File: src/rtl/uart_pkg.sv
// Shared types and constants for the UART receive path.
package uart_pkg;

  typedef enum logic [2:0] {
    IDLE,
    START,
    DATA,
    STOP,
    BREAK
  } uart_rx_state_t;

  localparam int DATA_BITS = 8;
  localparam int MIN_WAIT  = 4;

  function automatic logic maj3(input logic a, input logic b, input logic c);
    return (a & b) | (a & c) | (b & c);
  endfunction

endpackage

File: src/rtl/sync_2ff.sv
// Two-flop synchroniser for a single asynchronous input with a configurable reset value.
module sync_2ff #(
  parameter logic RESET_VAL = 1'b1
) (
  input  logic clk,
  input  logic reset,
  input  logic d,
  output logic q
);

  logic meta;

  // NOTE: non-blocking assignments make the two-stage shift independent of statement order.
  always_ff @(posedge clk) begin
    if (reset) begin
      meta <= RESET_VAL;
      q    <= RESET_VAL;
    end else begin
      meta <= d;
      q    <= meta;
    end
  end

endmodule

File: src/rtl/uart_receiver.sv
// 8N1 UART receiver with valid/ready output and sticky frame_err/overrun flags.
// Define UART_RX_MAJORITY_EN for 2-of-3 majority sampling around each mid-bit point.
module uart_receiver
  import uart_pkg::*;
#(
  parameter int WAIT = 434
) (
  input  logic       clk,
  input  logic       reset,
  input  logic       uart_rx,
  output logic [7:0] data,
  output logic       valid,
  input  logic       ready,
  output logic       busy,
  output logic       frame_err,
  output logic       overrun,
  input  logic       clr_err
);

  localparam int             CW       = $clog2(WAIT);
  localparam logic [CW-1:0]  BIT_LAST = CW'(WAIT - 1);
  localparam logic [2:0]     LAST_BIT = 3'(DATA_BITS - 1);

  logic                 rx_s;
  logic                 sample;
  uart_rx_state_t       state;
  logic [CW-1:0]        cnt;
  logic [2:0]           bit_idx;
  logic [DATA_BITS-1:0] shift;
  logic                 deliver;

  sync_2ff #(.RESET_VAL(1'b1)) u_sync (
    .clk   (clk),
    .reset (reset),
    .d     (uart_rx),
    .q     (rx_s)
  );

`ifdef UART_RX_MAJORITY_EN
  // Decision lands one cycle after the centre sample, so the start wait is one cycle longer.
  localparam logic [CW-1:0] START_LAST = CW'(WAIT / 2);
  logic [1:0] hist;

  always_ff @(posedge clk) begin
    if (reset) hist <= 2'b11;
    else       hist <= {hist[0], rx_s};
  end

  assign sample = maj3(hist[1], hist[0], rx_s);
`else
  localparam logic [CW-1:0] START_LAST = CW'(WAIT / 2 - 1);
  assign sample = rx_s;
`endif

  always_ff @(posedge clk) begin
    if (reset) begin
      state     <= IDLE;
      cnt       <= '0;
      bit_idx   <= '0;
      shift     <= '0;
      deliver   <= 1'b0;
      data      <= '0;
      valid     <= 1'b0;
      busy      <= 1'b0;
      frame_err <= 1'b0;
      overrun   <= 1'b0;
    end else begin
      deliver <= 1'b0;
      if (valid && ready) valid <= 1'b0;
      // Later writes below win, so a same-cycle error event beats clr_err.
      if (clr_err) begin
        frame_err <= 1'b0;
        overrun   <= 1'b0;
      end
      if (deliver) begin
        if (!valid || ready) begin
          data  <= shift;
          valid <= 1'b1;
        end else begin
          overrun <= 1'b1;
        end
      end

      case (state)
        IDLE: begin
          if (!rx_s) begin
            state <= START;
            busy  <= 1'b1;
            cnt   <= '0;
          end
        end
        START: begin
          if (cnt == START_LAST) begin
            cnt <= '0;
            if (sample) begin
              state <= IDLE;
              busy  <= 1'b0;
            end else begin
              state   <= DATA;
              bit_idx <= '0;
            end
          end else begin
            cnt <= cnt + 1'b1;
          end
        end
        DATA: begin
          if (cnt == BIT_LAST) begin
            cnt            <= '0;
            shift[bit_idx] <= sample;
            if (bit_idx == LAST_BIT) state   <= STOP;
            else                     bit_idx <= bit_idx + 1'b1;
          end else begin
            cnt <= cnt + 1'b1;
          end
        end
        STOP: begin
          if (cnt == BIT_LAST) begin
            cnt <= '0;
            if (sample) begin
              state   <= IDLE;
              busy    <= 1'b0;
              deliver <= 1'b1;
            end else begin
              state     <= BREAK;
              frame_err <= 1'b1;
            end
          end else begin
            cnt <= cnt + 1'b1;
          end
        end
        BREAK: begin
          if (rx_s) begin
            state <= IDLE;
            busy  <= 1'b0;
          end
        end
        default: begin
          state <= IDLE;
          busy  <= 1'b0;
        end
      endcase
    end
  end

endmodule

File: config.mk
export PLATFORM = sky130hd
export DESIGN_NAME = uart_receiver
export DESIGN_NICKNAME = d
export VERILOG_FILES = /design/src/rtl/uart_pkg.sv /design/src/rtl/sync_2ff.sv /design/src/rtl/uart_receiver.sv
export SDC_FILE = /design/constraint.sdc
export NUM_CORES = 1
export LEC_CHECK = 0
export BUFFER_PORTS_ARGS = -buffer_cell sky130_fd_sc_hd__buf_4
export CAP_MARGIN = 30
export CELL_PAD_IN_SITES_DETAIL_PLACEMENT = 1
export CELL_PAD_IN_SITES_GLOBAL_PLACEMENT = 1
export CORE_MARGIN = 10
export CORE_UTILIZATION = 48
export CTS_CLUSTER_SIZE = 25
export DETAILED_ROUTE_END_ITERATION = 10
export PLACE_DENSITY_LB_ADDON = 0.1
export SLEW_MARGIN = 40
export SYNTH_ARGS = -nofsm -noshare
export SYNTH_HDL_FRONTEND = slang
export SYNTH_SLANG_ARGS = --single-unit
File: constraint.sdc
create_clock -name clk -period 4.9 [get_ports clk]
set_input_delay 0.245 -clock clk [delete_from_list [all_inputs] [get_ports clk]]
set_output_delay 0.245 -clock clk [all_outputs]
set_load 0.005 [all_outputs]
==> results.py <==
metrics = {
    "floorplan": {
        "die_area_um2": 7170,
        "num_io_pins": 17,
        "start_util_pct": 49.8,
        "die_h_um": 84.7,
        "core_um2": 4030,
        "die_x_um": 84.7,
        "num_rows": 23,
    },
    "final_layout": {
        "n_antenna_cell": 0,
        "syn_to_final_growth_pct": 13.0,
        "fin_nets": 244,
        "drive_gt1_share_pct": 17.4,
        "final_util_pct": 56.3,
        "instances_no_fill": 285,
        "final_area_um2": 2270,
    },
    "flow_run": {
        "cap_viol_max_count": 0,
    },
    "setup_path": {
        "start_kind": "register",
        "cp_data_required_time_ns": 5.09,
        "cp-end-kind": "register",
        "crit_arrival_ns": 2.16,
        "r2r-end": "cnt[8]",
        "path_max_fanout": 15,
        "critPathLaunch": "state[0]",
        "reg2reg_depth": 4,
        "path_class": "register to register",
        "r2r_slack_ns": 2.93,
        "r2r_start": "state[0]",
        "endpoint": "cnt[8]",
    },
    "drt": {
        "drt-pass1-iter-count": 4,
        "drcViolationCount": 0,
        "wirelength_mm": 4.74,
        "via_count": 1659,
        "post_drt_wl_per_cell_um": 16.6,
        "drtAntennaViolNets": 0,
        "drtIter0Drc": 80,
        "viasPerCell": 5.82,
    },
    "logic_synthesis": {
        "synth_common_cells": "38 x dfxtp_1, 26 x nand2_1, 21 x mux2i_1, 21 x nor2_1, 16 x nand3_1",
        "ys_types": 54,
        "syn_area_per_cell_um2": 8.97,
        "syn_area_um2": 2010,
        "ys_seq_area_share_pct": 37.9,
        "synth_xor_area_share_pct": 0.436,
        "yosys.area_share.simple_pct": 28.7,
        "synthTopCellsByArea": "dfxtp_1 38%, mux2i_1 10%, nand2_1 4.9%",
        "synthCells": 224,
        "ys_async_sr_fraction_pct": 0,
        "yosys.area.top_type": "dfxtp_1",
        "synth.net_count": 234,
        "ys_seq_elements": 38,
        "yosysWarnings": 0,
        "synth_most_common_cell": "dfxtp_1",
        "yosysTopAreaCellShare_pct": 37.9,
        "muxShareOfSynthArea_pct": 10.5,
        "synth_compound_area_share_pct": 15.3,
        "synth_edf_count": 0,
        "synth_top_family_by_area": "simple AND/OR/NAND/NOR gates",
        "synthAdderAreaFrac_pct": 3.12,
        "synth_flop_cell": "dfxtp_1",
    },
    "pwr": {
        "ir_worst_vdd_mv": 0.145,
        "p_leak_nw": 0.947,
        "finalPower_uw": 682,
        "power.density_nw_per_um2": 301,
    },
    "clock_tree": {
        "root_buffer": "clkbuf_8",
        "clock_sinks": 38,
        "cts-hold-fix-buffers": 0,
        "insertion_delay_ns": 0.29,
        "cts_buffers": 5,
        "cts_setup_buffers": 0,
        "cts_buffer_depth": 2,
        "cts_tree": "yes",
        "cts-resized-gates": 0,
        "clk_pin_slew_ns": 0.08,
        "cts_max_level": 2,
    },
    "timing": {
        "finalWorstPathRequiredPeriod_ns": 1.97,
        "finalCritPeriodShare_pct": 40.2,
        "worst_slack_ns": 2.93,
        "worstMarginPinSlew_ns": 0.666,
        "setup_violations": 0,
        "max-slew-margin-rel_pct": 55.6,
        "hold_viol_final": 0,
        "clock_skew_ns": 0.00578,
        "hold_ws_ns": 0.138,
        "grt_setup_unrepaired": "no",
        "timing.fmax_mhz": 507,
        "fin_tns_setup_ns": 0,
        "drv_slew": 0,
    },
    "placed_design": {
        "dp.cells": 277,
        "numPortBuffers": 16,
        "place_area_um2": 2130,
        "hpwl_mm": 3.35,
        "dp_slack_ns": 2.96,
        "gp_congestion": 0.800,
    },
    "grt": {
        "grt_pass1_wl_mm": 8.00,
        "antenna_found_initial": 0,
        "grt_max_degree": 31,
        "grt_pass1_vias": 1635,
        "grt_use_total_pct": 13.3,
        "gr-total-overflow": 0,
    },
    "worst_hold_path": {
        "min_path_type": "input port to register",
        "worstHoldPathCells": 2,
    },
    "status": {
        "status": "complete, no violations",
    },
}
==> sequential cells by signal (all words and copies together), names as in the netlist <==
name         count
u_sync.meta      1
overrun          1
cnt              9
bit_idx          3
busy             1
valid            1
state            3
shift            8
u_sync.q         1
frame_err        1
data             8
deliver          1
==> logic make-up (layout without fill, tap and decap cells) <==
logic type                 after synthesis  count (layout)
and+or+nand+nor                        103             103
AOI/OAI and AO/OA                       38              38
DFF                                     38              38
muxes                                   21              21
buffers and inverters                   18              29
adders and majority gates                5               5
xor gates and xnor gates                 1               1
==> critical path: stages (launching register included) <==
cell and delay, ns:
dfxtp_1 0.49, or3b_4 0.45, a41oi_4 0.50, nor2_2 0.13, o311ai_1 0.31
==> layer usage <==
| metal | part of all wire, % | track usage, % | wire (um) | vias to the layer above |
|---|---|---|---|---|
| met5 | 0 | 0 | 0 | - |
| met4 | 0.86 | 4.64 | 41 | 0 |
| met3 | 3.4 | 3.67 | 163 | 5 |
| met2 | 47 | 20.9 | 2220 | 25 |
| met1 | 49 | 16.8 | 2310 | 811 |
| li1 | - | - | - | 818 |
==> layout make-up <==
class | instances | area (um2)
sequential | 38 | 761
timing repair buffer | 16 | 120
clock inverter | 2 | 60.1
multi-input combinational | 168 | 1160
tap | 50 | 62.6
clock buffer | 6 | 82.6
inverter | 5 | 18.8
fill | 465 | 1760
==> cell usage in the layout, fill, tap and decap left out, drive strengths merged, types with 4 or more instances in the layout <==
master and count:
inv 5, nand3 16, a21o 4, ha 5
clkbuf 6, nor2b 8, nand2 26, dfxtp 38
buf 16, a21oi 7, nor3 5, nor2 22
o21ai 6, or2 4, mux2i 21
==> how the worst min path moves through the flow <==
stage / endpoint / startpoint / slack, ns
3_3_place_gp: u_sync.q / u_sync.meta / 0.40
2_1_floorplan: u_sync.meta / uart_rx / 0.35
5_1_grt: u_sync.meta / uart_rx / 0.13
6_report: u_sync.meta / uart_rx / 0.14
4_1_cts: u_sync.meta / uart_rx / 0.13
3_5_place_dp: u_sync.q / u_sync.meta / 0.40
==> report_power, final <==
part           leakage, nW  internal, mW  switching, mW  total (mW)
combinational        0.569        0.0136         0.0220      0.0357
clock               0.0714         0.217          0.115       0.332
sequential           0.307         0.311        0.00341       0.315
(Power assumes the default switching activity.)
